--- config.mk ---
export PLATFORM = sky130hd
export DESIGN_NAME = cv_linescan
export DESIGN_NICKNAME = d
export VERILOG_FILES = /design/src/rtl/cv_linescan.sv
export SDC_FILE = /design/constraint.sdc
export NUM_CORES = 1
export LEC_CHECK = 0
export CAP_MARGIN = 20
export CORE_ASPECT_RATIO = 0.5
export CORE_UTILIZATION = 35
export CTS_CLUSTER_DIAMETER = 80
export DETAILED_ROUTE_END_ITERATION = 10
export MAX_ROUTING_LAYER = met4
export PLACE_DENSITY = 0.6
export SLEW_MARGIN = 20
export SYNTH_ARGS = -nofsm -noshare
export SYNTH_HDL_FRONTEND = slang
export SYNTH_SLANG_ARGS = --single-unit
--- constraint.sdc ---
create_clock -name clk -period 7.2 [get_ports clk]
set_clock_uncertainty 0.05 [all_clocks]
set_input_delay 1.44 -clock clk [delete_from_list [all_inputs] [get_ports clk]]
set_output_delay 1.44 -clock clk [all_outputs]
set_load 0.1 [all_outputs]
--- src/rtl/cv_linescan.sv ---
// cv_linescan: line-buffer scanout stage. Once per scanline it reads a finished
// line-buffer bank, splits each 64-bit word into four 16-bit pixels at the
// pixel-enable rate and substitutes bg_color for transparent pixels (bit15=1).
// Optional feature macro: CV_LINESCAN_CLEAR_EN (clear-after-read of each word).
module cv_linescan #(
   parameter int          WORDS   = 200,
   parameter logic [15:0] CLR_PIX = 16'h8000
) (
   input  logic        clk,
   input  logic        reset,
   input  logic        line_start,
   input  logic [1:0]  rd_bank,
   input  logic        pix_en,
   input  logic [14:0] bg_color,
   output logic [9:0]  lb_rdaddr,
   output logic        lb_ren,
   input  logic [63:0] lb_rddata,
   output logic [9:0]  lb_wraddr,
   output logic        lb_wen,
   output logic [63:0] lb_wrdata,
   output logic        pix_valid,
   output logic [14:0] pix_data,
   output logic        line_end,
   output logic        underrun
);

   localparam logic [1:0] IDLE = 2'd0;
   localparam logic [1:0] RUN  = 2'd1;
   localparam logic [1:0] DONE = 2'd2;

   localparam logic [7:0] LAST_WORD = 8'(WORDS - 1);
   localparam logic [9:0] LAST_PIX  = 10'(4 * WORDS - 1);

   logic [1:0]  state;
   logic [1:0]  bank;
   logic [7:0]  rd_word;
   logic        rd_all;
   logic        inflight;
   logic [63:0] fifo_mem [2];
   logic        wr_ptr;
   logic        rd_ptr;
   logic [1:0]  occ;
   logic [1:0]  px_idx;
   logic [9:0]  pix_cnt;

   logic        issue;
   logic        avail;
   logic        pop_px;
   logic        pop_word;
   logic        push;
   logic [63:0] head_word;
   logic [15:0] head_px;

   // Read issue, pixel availability and head-pixel selection. Returning read data
   // counts as available in the cycle it appears so word 0 is usable at T+2.
   always_comb begin
      issue     = (state == RUN) && !line_start && !rd_all &&
                  ((occ + {1'b0, inflight}) < 2'd2);
      push      = inflight && !line_start;
      avail     = (occ != 2'd0) || inflight;
      pop_px    = (state == RUN) && !line_start && pix_en && avail;
      pop_word  = pop_px && (px_idx == 2'd3);
      head_word = (occ == 2'd0) ? lb_rddata : fifo_mem[rd_ptr];
      case (px_idx)
         2'd0:    head_px = head_word[15:0];
         2'd1:    head_px = head_word[31:16];
         2'd2:    head_px = head_word[47:32];
         default: head_px = head_word[63:48];
      endcase
   end

   assign lb_ren    = issue;
   assign lb_rdaddr = {bank, rd_word};

   // Word storage; contents need no reset because occupancy gates every use.
   always_ff @(posedge clk) begin
      if (push) begin
         fifo_mem[wr_ptr] <= lb_rddata;
      end
   end

   // Scan FSM, read counter, FIFO bookkeeping and the registered pixel output.
   // line_start outranks everything so an abort flushes buffered and in-flight words.
   always_ff @(posedge clk) begin
      if (reset) begin
         state     <= IDLE;
         bank      <= 2'd0;
         rd_word   <= 8'd0;
         rd_all    <= 1'b0;
         inflight  <= 1'b0;
         wr_ptr    <= 1'b0;
         rd_ptr    <= 1'b0;
         occ       <= 2'd0;
         px_idx    <= 2'd0;
         pix_cnt   <= 10'd0;
         pix_valid <= 1'b0;
         pix_data  <= 15'd0;
         line_end  <= 1'b0;
         underrun  <= 1'b0;
      end else begin
         pix_valid <= 1'b0;
         line_end  <= 1'b0;
         if (line_start) begin
            state    <= RUN;
            bank     <= rd_bank;
            rd_word  <= 8'd0;
            rd_all   <= 1'b0;
            inflight <= 1'b0;
            wr_ptr   <= 1'b0;
            rd_ptr   <= 1'b0;
            occ      <= 2'd0;
            px_idx   <= 2'd0;
            pix_cnt  <= 10'd0;
            underrun <= 1'b0;
         end else begin
            inflight <= issue;
            if (issue) begin
               if (rd_word == LAST_WORD) begin
                  rd_all <= 1'b1;
               end else begin
                  rd_word <= rd_word + 8'd1;
               end
            end
            if (push) begin
               wr_ptr <= ~wr_ptr;
            end
            if (pop_word) begin
               rd_ptr <= ~rd_ptr;
            end
            occ <= occ + {1'b0, push} - {1'b0, pop_word};
            if (pop_px) begin
               pix_valid <= 1'b1;
               pix_data  <= head_px[15] ? bg_color : head_px[14:0];
               px_idx    <= px_idx + 2'd1;
               pix_cnt   <= pix_cnt + 10'd1;
               if (pix_cnt == LAST_PIX) begin
                  line_end <= 1'b1;
                  state    <= DONE;
               end
            end
            if ((state == RUN) && pix_en && !avail) begin
               underrun <= 1'b1;
            end
            if (state == DONE) begin
               state <= IDLE;
            end
         end
      end
   end

`ifdef CV_LINESCAN_CLEAR_EN
   // Clear-after-read: rewrite each word one cycle after it was read so the bank is blank.
   always_ff @(posedge clk) begin
      if (reset) begin
         lb_wen    <= 1'b0;
         lb_wraddr <= 10'd0;
      end else begin
         lb_wen <= lb_ren;
         if (lb_ren) begin
            lb_wraddr <= lb_rdaddr;
         end
      end
   end
`else
   assign lb_wen    = 1'b0;
   assign lb_wraddr = 10'd0;
`endif

   assign lb_wrdata = lb_wen ? {4{CLR_PIX}} : 64'd0;

endmodule

After elaboration in Yosys (flattened, before gate mapping) --
Memories as Yosys holds them, arrays and structs flattened. A register that Yosys moved wholly into a read port is not among the register bits. Index checks and enable logic that the tools add are counted.
Word-level totals: input port bits 85, output and inout port bits 104, register bits after elaboration 48, memories kept 1, bits in writable memories 128
Memories:
- fifo_mem | depth 2, bits a word 64, read ports 1, clocked after Yosys merged registers in 1, write ports 1, line 39 | logic [63:0] fifo_mem [2];
Operators by class: reductions and logical operators 26, add/sub/neg operators 6, magnitude comparators 1, mux-type cells 13, bitwise gates (word level) 5, eq/ne operators 7
Operator list (number):
- $mux 64 | 1
- $pmux 16 s3 | 1
- $mux 15 | 1
- $add 10x1->10 const B | 1
- $eq 10x10->1 const B | 1
- $mux 1 | 10
- $reduce_and 2->1 | 5
- $logic_and 1x1->1 | 9
- $add 8x1->8 const B | 1
- $eq 8x8->1 const B | 1
- $eq 2x2->1 const B | 3
- $reduce_bool 3->1 | 2
- $reduce_or 3->1 | 2
- $not 1->1 | 5
- $add 2x1->2 | 2
- $eq 2x1->1 const B | 2
- $logic_not 2->1 | 2
- $logic_not 1->1 | 3
- $add 2x1->2 const B | 1
- $lt 2x2->1 const B | 1
- $reduce_bool 2->1 | 1
- $reduce_or 2->1 | 1
- $sub 2x1->2 | 1
- $logic_or 1x1->1 | 1

Depth between registers and ports, before layout --
Gate-level depths: netlist of the first run.
depth in word-level cells 7, gate-level depth with buffers 10, depth with buffers taken out 9

Worst setup path before layout of the first run --
No wires, ideal clock.
kind input to register, start point input line_start, end point memory fifo_mem[0][0] (enable), required time 6.664 ns, data arrival time 4.422 ns, cell stages on the path 3, path buffers 1, slack 2.241 ns, cells stage by stage buf_6 > nand2b_1 > nor2_1
Between the ends: cells in the longest elaborated chain, start to end 4
Ends and longest elaborated chain:
- start: declaration | line 11 | input logic line_start,
- $logic_not 1->1 | line 59 | push = inflight && !line_start;
- $logic_and 1x1->1 | line 59
- $mux 1 | line 77 | if (push) begin
- $mux 1 (implied by the code) | line 78 | fifo_mem[wr_ptr] <= lb_rddata;
- end: declaration | line 39
Every way passes these cells.

Final worst setup path of the first run --
start point input line_start, end point output lb_ren
Between the ends: cells in the longest elaborated chain, start to end 4
Ends and longest elaborated chain:
- $logic_not 1->1 | line 57 | issue = (state == RUN) && !line_start && !rd_all &&
- $logic_and 1x1->1 (3 in a row) | line 57
- end: declaration | line 16 | output logic lb_ren,
Every way passes these cells.

==> flow_summary.yaml, run 1 <==
cells_and_area:
  layout_commonest_cell: "edfxtp_1"
  postLayoutCellArea_mm2: 0.009946
  utilization: 0.4346
  drive_above_1_share: 0.1135
  finalNonFillerCells: 1084
  areaGrowthSynthToFinish_pct: 21.45
  layout_common_cells: "128 x edfxtp_1, 113 x clkdlybuf4s50_1, 75 x conb_1"
  fin_nets: 856
timing:
  finalHoldViolations: 0
  max_freq_ghz: 0.1820
  setup_ws_ns: 1.704
  rsz0062_at_grt: "no"
  holdWs_ns: 0.4276
  worst_pin_slew_ns: 1.062
  period_minus_slack_ns: 5.496
  relSlewSlack: 0.2917
  period_share: 0.7633
  finalSetupViolCount: 0
  setup-tns-final_ns: 0
  slew_viol_final: 0
cts:
  max-clock-path-buffers: 2
  cts.clk_slew.worst_paths_ns: 0.07
  clock_latency_ns: 0.43
  cts_sinks: 177
  cts_tree: "built"
  post_cts_buffers: 0
  cts_hold_buf: 0
  cts_made_buffers: 17
  clockRootBuffer: "clkbuf_16"
  cts_resized: 0
  htreeDepth: 4
setup_path:
  worst_ep_required_time_ns: 5.71
  crit_slowest_cell: "clkdlybuf4s50_1"
  cpPeakStageDelay_ns: 1.14
  end_kind: "primary output"
  worstPathMaxFanout: 11
  cpMostUsedCell: "clkdlybuf4s50_1"
  critPathBufInv: 3
  crit_family: "buffers and inverters"
  worstPathArrival_ns: 4.01
  worstSetupStartpointType: "primary input"
  crit_chain: "clkdlybuf4s50_1 -> nor4b_2 -> o21ai_1 -> inv_2 -> clkdlybuf4s50_1"
  regToRegSetupSlack_ns: 3.99
  startpoint: "line_start"
  path_class: "in2out"
yosys:
  synth-seq-area-share: 0.5892
  ys_types: 48
  synth_seq_cells: 177
  syn-instance-count: 657
  synth_area_mm2: 0.008189
  yosysWarnings: 0
  syn_avg_cell_area_um2: 12.46
global_route:
  grt_start_max_net_pins: 65
  antenna_found_initial: 1
  grt_pass1_wl_mm: 27.93
  grt_overflow: 0
  grt_usage: 0.1587
  grt_pass1_vias: 5186
power_and_ir_drop:
  totalPowerFinal_mw: 2.327
  p_leak_nw: 3.499
  ir_drop_v: 0.0001406
  power_density_mw_per_mm2: 233.9
job:
  cap_violations: 0
die:
  start_util: 0.3578
  chipWidth_um: 218.3
  io-pin-count: 189
  fp.dieArea_mm2: 0.02405
  rows: 39
  chipHeight_um: 110.2
  core_area_mm2: 0.02289
detailed_routing:
  vias_per_cell: 4.803
  drt_pass1_iterations: 5
  vias: 5206
  ant_nets: 0
  drt-initial-drc-count: 345
  wl_per_cell_um: 16.57
  drcViolationCount: 0
  drt-total-wl_mm: 17.96
placed_design:
  dp_hpwl_mm: 11.44
  portBuffers: 113
  dp_cells: 1050
  placed_cell_area_mm2: 0.009338
  routabilityCongestion: 0.7554
  dp_slack_ns: 1.725
min_path:
  min_from: "pix_data[9]$_SDFFE_PP0P_"
  hold_path.class: "reg2reg"
status:
  status: "complete, no violations"
[final cells by class]
| type | count | area, µm² |
|---|---|---|
| clock buffers | 17 | 425.4 |
| clock inverters | 15 | 177.7 |
| multi-input cells | 422 | 2850 |
| inverters | 23 | 86.33 |
| diodes | 2 | 5.005 |
| flip-flops and latches | 177 | 4826 |
| fillers | 2162 | 12940 |
| well taps | 307 | 384.1 |
| repair buffers | 121 | 1191 |
[routing by layer]
metal | vias to the layer above | share of wire | wire length, µm | global-route usage
met4 | 0 | 0.0090 | 161 | 0.04545
li1 | 2493 | - | - | -
met1 | 2554 | 0.45 | 8071 | 0.1919
met2 | 145 | 0.49 | 8851 | 0.2664
met5 | - | 0 | 0 | -
met3 | 14 | 0.049 | 874 | 0.03868
[worst reg2reg max path, cell delays in order, from the launching register on]
cell      delay (ns)
dfxtp_2         0.81
buf_4           0.63
mux2_1          0.24
nand3_1         0.07
nand4_1         0.15
nand3_1         0.67
o221ai_1        0.48
[final timing paths]
kind | to | cells after the start
setup / recovery | lb_ren | 5
hold / removal | pix_data[9]$_SDFFE_PP0P_ | 2
setup reg to reg | pix_data[10]$_SDFFE_PP0P_ | 6
hold reg to reg | pix_data[9]$_SDFFE_PP0P_ | 2
[power by group]
group          internal [mW]  total, mW  switching [mW]
clock network          0.524      0.949           0.425
registers               1.10       1.10         0.00237
logic                 0.0560      0.280           0.224
[sequential cells by signal (all words and copies together) (netlist names), named ones only]
signal and cells:
wr_ptr 1, underrun 1, inflight 1, bank 2, state 2, rd_word 8, rd_all 1, px_idx 2
pix_data 15, fifo_mem 128, line_end 1, pix_cnt 10, occ 2, pix_valid 1, rd_ptr 1
[Yosys cell counts (all sizes together)]
library cell / number / area, µm²
a211oi: 1 / 7.510
nor2: 36 / 140.1
or4: 1 / 7.510
inv: 23 / 86.33
and2: 1 / 6.260
ha: 9 / 112.6
a31oi: 1 / 6.260
nand2b: 1 / 6.260
buf: 89 / 650.6
nand2: 53 / 198.9
nor3b: 1 / 7.510
nand3b: 1 / 7.510
a21bo: 1 / 10.01
dfxtp: 49 / 980.9
nor4: 6 / 75.07
or2: 2 / 12.52
nand4: 7 / 43.79
nor2b: 1 / 6.260
and3: 3 / 18.77
nand3: 7 / 35.03
xnor2: 12 / 105.1
a22oi: 30 / 225.2
o31a: 2 / 17.52
o221ai: 15 / 193.9
clkbuf: 20 / 75.07
mux2: 48 / 544.3
o21ai: 23 / 115.1
mux2i: 17 / 170.2
nor4b: 2 / 23.77
a21oi: 38 / 190.2
a222oi: 15 / 150.1
xor2: 8 / 70.07
conb: 1 / 3.750
edfxtp: 128 / 3844
nor3: 5 / 41.29
[cells by family after synthesis]
kind of cell / count (synthesis) / share of synthesized area
multiplexers: 65 / 0.08724
other: 1 / 0.0004579
XOR/XNOR: 20 / 0.02139
AND/OR/NAND/NOR: 127 / 0.07701
adder cells (fa/ha/maj): 9 / 0.01375
AO/OA/AOI/OAI: 126 / 0.1118
flip-flops: 177 / 0.5892
buffers and inverters: 132 / 0.09916
Note: power is estimated with default switching activity, not from simulation.
==> run 2, diff against run 1 <==
--- a/config.mk
+++ b/config.mk
@@ -11,7 +11,7 @@
 export CTS_CLUSTER_DIAMETER = 80
 export DETAILED_ROUTE_END_ITERATION = 10
 export MAX_ROUTING_LAYER = met4
-export PLACE_DENSITY = 0.6
+export PLACE_DENSITY = 0.63
 export SLEW_MARGIN = 20
 export SYNTH_ARGS = -nofsm -noshare
 export SYNTH_HDL_FRONTEND = slang
==> constraint.sdc (replaced) <==
create_clock -name clk -period 5 [get_ports clk]
set_clock_uncertainty 0.05 [all_clocks]
set_input_delay 1 -clock clk [delete_from_list [all_inputs] [get_ports clk]]
set_output_delay 1 -clock clk [all_outputs]
set_load 0.1 [all_outputs]
==> run 2 against run 1 <==
Via count up 0.83%. Power up 41%. Register-to-register slack worse by 2.1 ns. Non-clock buffer count unchanged. Wire length up 2.0%.
==> flow_summary.yaml, run 2 (synthesis gave the netlist of run 1 again) <==
cts:
  post_cts_buffers: 0
  clockRootBuffer: "clkbuf_16"
  cts_sinks: 177
  htreeDepth: 4
  cts_hold_buf: 0
  max-clock-path-buffers: 2
  cts_resized: 0
  cts.clk_slew.worst_paths_ns: 0.07
  cts_tree: "built"
  clock_latency_ns: 0.43
  cts_made_buffers: 17
cells_and_area:
  fillerInstances: 2105
  areaGrowthSynthToFinish_pct: 21.18
  layout_commonest_cell: "edfxtp_1"
  utilization: 0.4336
  drive_above_1_share: 0.1174
  top_regs: "fifo_mem: 128 flops, pix_data: 15 flops, pix_cnt: 10 flops"
  largest_register_ffs: 128
  layout_common_cells: "128 x edfxtp_1, 112 x clkdlybuf4s50_1, 75 x conb_1"
  fin_nets: 856
  regMostFlops: "fifo_mem"
  finalNonFillerCells: 1083
global_route:
  grt_overflow: 0
  use_met2: 0.2791
  grt_use_met3: 0.03292
  antenna_found_initial: 1
  grt_start_max_net_pins: 66
  grt.busiest_layer: "met2"
  grt_pass1_vias: 5350
  grt_pass1_wl_mm: 28.49
  grt_usage: 0.1626
  grtUsageMet1: 0.1904
placed_design:
  dp_slack_ns: 1.223
  portBuffers: 113
  dp_cells: 1050
  routabilityCongestion: 0.7661
  dp_hpwl_mm: 11.68
setup_path:
  worstPathArrival_ns: 2.73
  cpPeakStageDelay_ns: 0.61
  end_kind: "primary output"
  r2r_start: "occ[1]$_SDFF_PP0_"
  cp-endpoint: "lb_ren"
  worst_ep_required_time_ns: 3.95
  startpoint: "line_start"
  worstSetupStartpointType: "primary input"
  crit_slowest_cell: "clkdlybuf4s50_1"
  crit_chain: "clkdlybuf4s50_1 -> nor4b_2 -> o21ai_1 -> inv_2 -> buf_4"
  r2r_end: "pix_data[11]$_SDFFE_PP0P_"
  rr_worst_depth: 6
  regToRegSetupSlack_ns: 1.93
  worstPathMaxFanout: 11
  path_class: "in2out"
timing:
  period_minus_slack_ns: 3.780
  rsz0062_at_grt: "no"
  holdWs_ns: 0.4250
  setup-tns-final_ns: 0
  setup_ws_ns: 1.220
  finalSetupViolCount: 0
  max_freq_ghz: 0.2646
  period_share: 0.7559
  worst_pin_slew_ns: 1.014
  relSlewSlack: 0.3241
  slew_viol_final: 0
  finalHoldViolations: 0
power_and_ir_drop:
  comb_power_share: 0.124
  intPower_mw: 2.335
  switchingPower_mw: 0.9433
  pwr-share-seq: 0.482
  p_clk_frac: 0.394
  power_density_mw_per_mm2: 330.3
  swShare: 0.2878
  p_leak_nw: 3.490
  ir_drop_v: 0.0002529
die:
  chipHeight_um: 110.2
  fp.dieArea_mm2: 0.02405
  start_util: 0.3578
  core_area_mm2: 0.02289
  rows: 39
  chipWidth_um: 218.3
  io-pin-count: 189
status:
  status: "complete, no violations"
detailed_routing:
  drcViolationCount: 0
  ant_nets: 0
  vias: 5249
  wl_per_cell_um: 16.91
  vias_per_cell: 4.847
  drt_pass1_iterations: 5
  drt-total-wl_mm: 18.31
  drt-initial-drc-count: 261
job:
  cap_violations: 0
min_path:
  hold_path.class: "reg2reg"
-- run 2: critical path: cells and delay by family --
family,cells,cell delay (ns)
AND/OR/NAND/NOR,1,0.35
buffers and inverters,3,1.03
AO/OA/AOI/OAI,1,0.34
-- run 2: metrics by stage --
step | total power [mW] | cell area, µm²
finish | 3.278 | 9923
global route | 3.381 | 9923
floorplan | 1.963 | 8467
CTS | 3.311 | 9921
detailed placement | 2.019 | 9338
global placement | 2.016 | 9338
-- run 2: routing by layer --
metal / wire [µm] / vias to the layer above
met4: 244 / 0
li1: - / 2499
met2: 9258 / 143
met5: 0 / -
met1: 7926 / 2587
met3: 885 / 20
-- run 2: power by group through the flow --
stage	sequential (mW)	clock, mW	combinational [mW]
floorplan	1.63	0	0.336
global placement	1.61	0	0.403
detailed placement	1.61	0	0.405
CTS	1.58	1.32	0.406
global route	1.58	1.38	0.424
finish	1.58	1.29	0.405
-- run 2: worst min-delay path by stage --
stage,startpoint,to,slack [ns],cells past startpoint
floorplan,rd_all$_SDFFE_PP0P_,rd_all$_SDFFE_PP0P_,0.41,2
CTS,pix_data[13]$_SDFFE_PP0P_,pix_data[13]$_SDFFE_PP0P_,0.43,2
global route,pix_data[13]$_SDFFE_PP0P_,pix_data[13]$_SDFFE_PP0P_,0.46,2
detailed placement,pix_data[13]$_SDFFE_PP0P_,pix_data[13]$_SDFFE_PP0P_,0.41,2
finish,pix_data[13]$_SDFFE_PP0P_,pix_data[13]$_SDFFE_PP0P_,0.42,2
global placement,pix_data[13]$_SDFFE_PP0P_,pix_data[13]$_SDFFE_PP0P_,0.41,2
-- run 2: cell type report --
class	count	area [µm²]	area share
antenna	1	2.502	0.0002522
clock buffer	18	439.2	0.04426
clock inverter	14	143.9	0.01450
inverter	23	86.33	0.008700
multi-input combinational	422	2850	0.2872
sequential	177	4828	0.4866
tap	307	384.1	0.03871
timing repair buffer	121	1189	0.1198
==> run 3, diff against run 2 <==
==> constraint.sdc (replaced) <==
create_clock -name clk -period 3.3 [get_ports clk]
set_clock_uncertainty 0.05 [all_clocks]
set_input_delay 0.66 -clock clk [delete_from_list [all_inputs] [get_ports clk]]
set_output_delay 0.66 -clock clk [all_outputs]
set_load 0.1 [all_outputs]
==> run 3 against run 2 <==
Wire length fell by 1.6%. Power increased by 58%. Sequential cell count unchanged. Critical endpoint unchanged. Largest power group unchanged.
==> flow_summary.yaml, run 3 (synthesis gave the netlist of run 1 again) <==
min_path:
  holdPathStages: 2
  hold_path.class: "reg2reg"
  hold_end: "pix_data[9]$_SDFFE_PP0P_"
  min_from: "pix_data[9]$_SDFFE_PP0P_"
die:
  chipWidth_um: 218.3
  fp.dieArea_mm2: 0.02405
  io-pin-count: 189
  start_util: 0.3578
  chipHeight_um: 110.2
  rows: 39
  core_area_mm2: 0.02289
global_route:
  antenna_found_initial: 0
  grt_pass1_vias: 5014
  grt_pass1_wl_mm: 27.29
  grt_usage: 0.1570
  grt_start_max_net_pins: 65
  grt_overflow: 0
timing:
  finalSetupViolCount: 0
  slew_viol_final: 0
  rsz0062_at_grt: "no"
  finalHoldViolations: 0
  setup-tns-final_ns: 0
  period_minus_slack_ns: 2.629
  relSlewSlack: 0.3986
  holdWs_ns: 0.4227
  max_freq_ghz: 0.3804
  period_share: 0.7966
  worst_pin_slew_ns: 0.9011
cells_and_area:
  areaGrowthSynthToFinish_pct: 23.01
  finalNonFillerCells: 1091
  n_antenna_cell: 0
  layout_common_cells: "128 x edfxtp_1, 84 x clkdlybuf4s50_1, 75 x conb_1"
  regMostFlops: "fifo_mem"
  top_regs: "fifo_mem: 128 flops, pix_data: 15 flops, pix_cnt: 10 flops"
  utilization: 0.4402
  fillerInstances: 2085
  drive_above_1_share: 0.1633
  fin_nets: 865
  layout_commonest_cell: "edfxtp_1"
  largest_register_ffs: 128
setup_path:
  path_class: "in2out"
  regToRegSetupSlack_ns: 0.97
  cpPeakStageDelay_ns: 0.43
  r2r_end: "pix_data[13]$_SDFFE_PP0P_"
  worstSetupStartpointType: "primary input"
  worst_ep_required_time_ns: 2.59
  rr_worst_depth: 7
  end_kind: "primary output"
  worstPathArrival_ns: 1.92
  crit_chain: "clkdlybuf4s50_1 -> buf_4 -> nor4b_2 -> o21ai_1 -> inv_2 -> buf_12"
  crit_slowest_cell: "clkdlybuf4s50_1"
  r2r_start: "px_idx[0]$_SDFFE_PP0P_"
  worstPathMaxFanout: 8
cts:
  htreeDepth: 4
  cts_made_buffers: 17
  post_cts_buffers: 0
  cts_tree: "built"
  clock_latency_ns: 0.43
  cts_hold_buf: 0
  clockRootBuffer: "clkbuf_16"
  cts_resized: 0
  cts.clk_slew.worst_paths_ns: 0.07
  max-clock-path-buffers: 2
  cts_sinks: 177
power_and_ir_drop:
  totalPowerFinal_mw: 5.191
  power_density_mw_per_mm2: 515.3
  p_leak_nw: 3.646
  ir_drop_v: 0.0003999
status:
  status: "complete, no violations"
detailed_routing:
  wl_per_cell_um: 16.52
  drt-initial-drc-count: 289
  drt-total-wl_mm: 18.03
  ant_nets: 0
  vias: 5148
  drcViolationCount: 0
  drt_pass1_iterations: 5
  vias_per_cell: 4.719
placed_design:
  dp_cells: 1059
  portBuffers: 113
  dp_hpwl_mm: 11.69
  routabilityCongestion: 0.7443
job:
  cap_violations: 0
-- run 3: layer usage --
layer  vias to the layer above  track usage  wire length (µm)
met3                        14      0.04307               933
met5                         -            -                 0
met4                         0      0.04496               165
met2                       125       0.2571              8827
li1                       2502            -                 -
met1                      2507       0.1916              8100
-- run 3: area by class of cell --
type / instances / area [µm²] / share of cell area
Clock inverter: 12 / 161.4 / 0.01602
Multi-Input combinational cell: 422 / 2850 / 0.2829
Sequential cell: 177 / 4828 / 0.4793
Clock buffer: 20 / 489.2 / 0.04857
Timing Repair Buffer: 130 / 1274 / 0.1264
Inverter: 23 / 86.33 / 0.008570
Tap cell: 307 / 384.1 / 0.03813
-- run 3: worst max-delay path, delay by kind of cell --
| kind | cells | cell delay (ns) |
|---|---|---|
| compound gates | 1 | 0.13 |
| buf+inv | 4 | 0.89 |
| simple gates | 1 | 0.24 |
-- run 3: through the flow --
step                      setup slack, ns  area (µm²)
after detailed placement           0.5868        9423
after CTS                          0.6688       10070
final                              0.6714       10070
after global placement             0.5766        9423
after global routing               0.6090       10070
after floorplan                   -0.8786        8467
-- run 3: worst max-delay path by stage --
| stage | startpoint | end | slack (ns) | depth (start not counted) |
|---|---|---|---|---|
| 3_3_place_gp | pix_en | occ[1]$_SDFF_PP0_ | 0.58 | 10 |
| 5_1_grt | line_start | lb_ren | 0.61 | 6 |
| 3_5_place_dp | pix_en | occ[1]$_SDFF_PP0_ | 0.59 | 10 |
| 4_1_cts | line_start | lb_ren | 0.67 | 6 |
| 6_report | line_start | lb_ren | 0.67 | 6 |
| 2_1_floorplan | line_start | fifo_mem[0][0]$_DFFE_PP_ | -0.88 | 3 |
-- run 3: report_power, final --
part / total, mW / leakage (nW) / internal, mW / switching [mW]
Clock: 2.18 / 0.310 / 1.26 / 0.922
Combinational: 0.617 / 1.79 / 0.127 / 0.490
Sequential: 2.39 / 1.55 / 2.39 / 0.00523
Total: 5.19 / 3.65 / 3.77 / 1.42
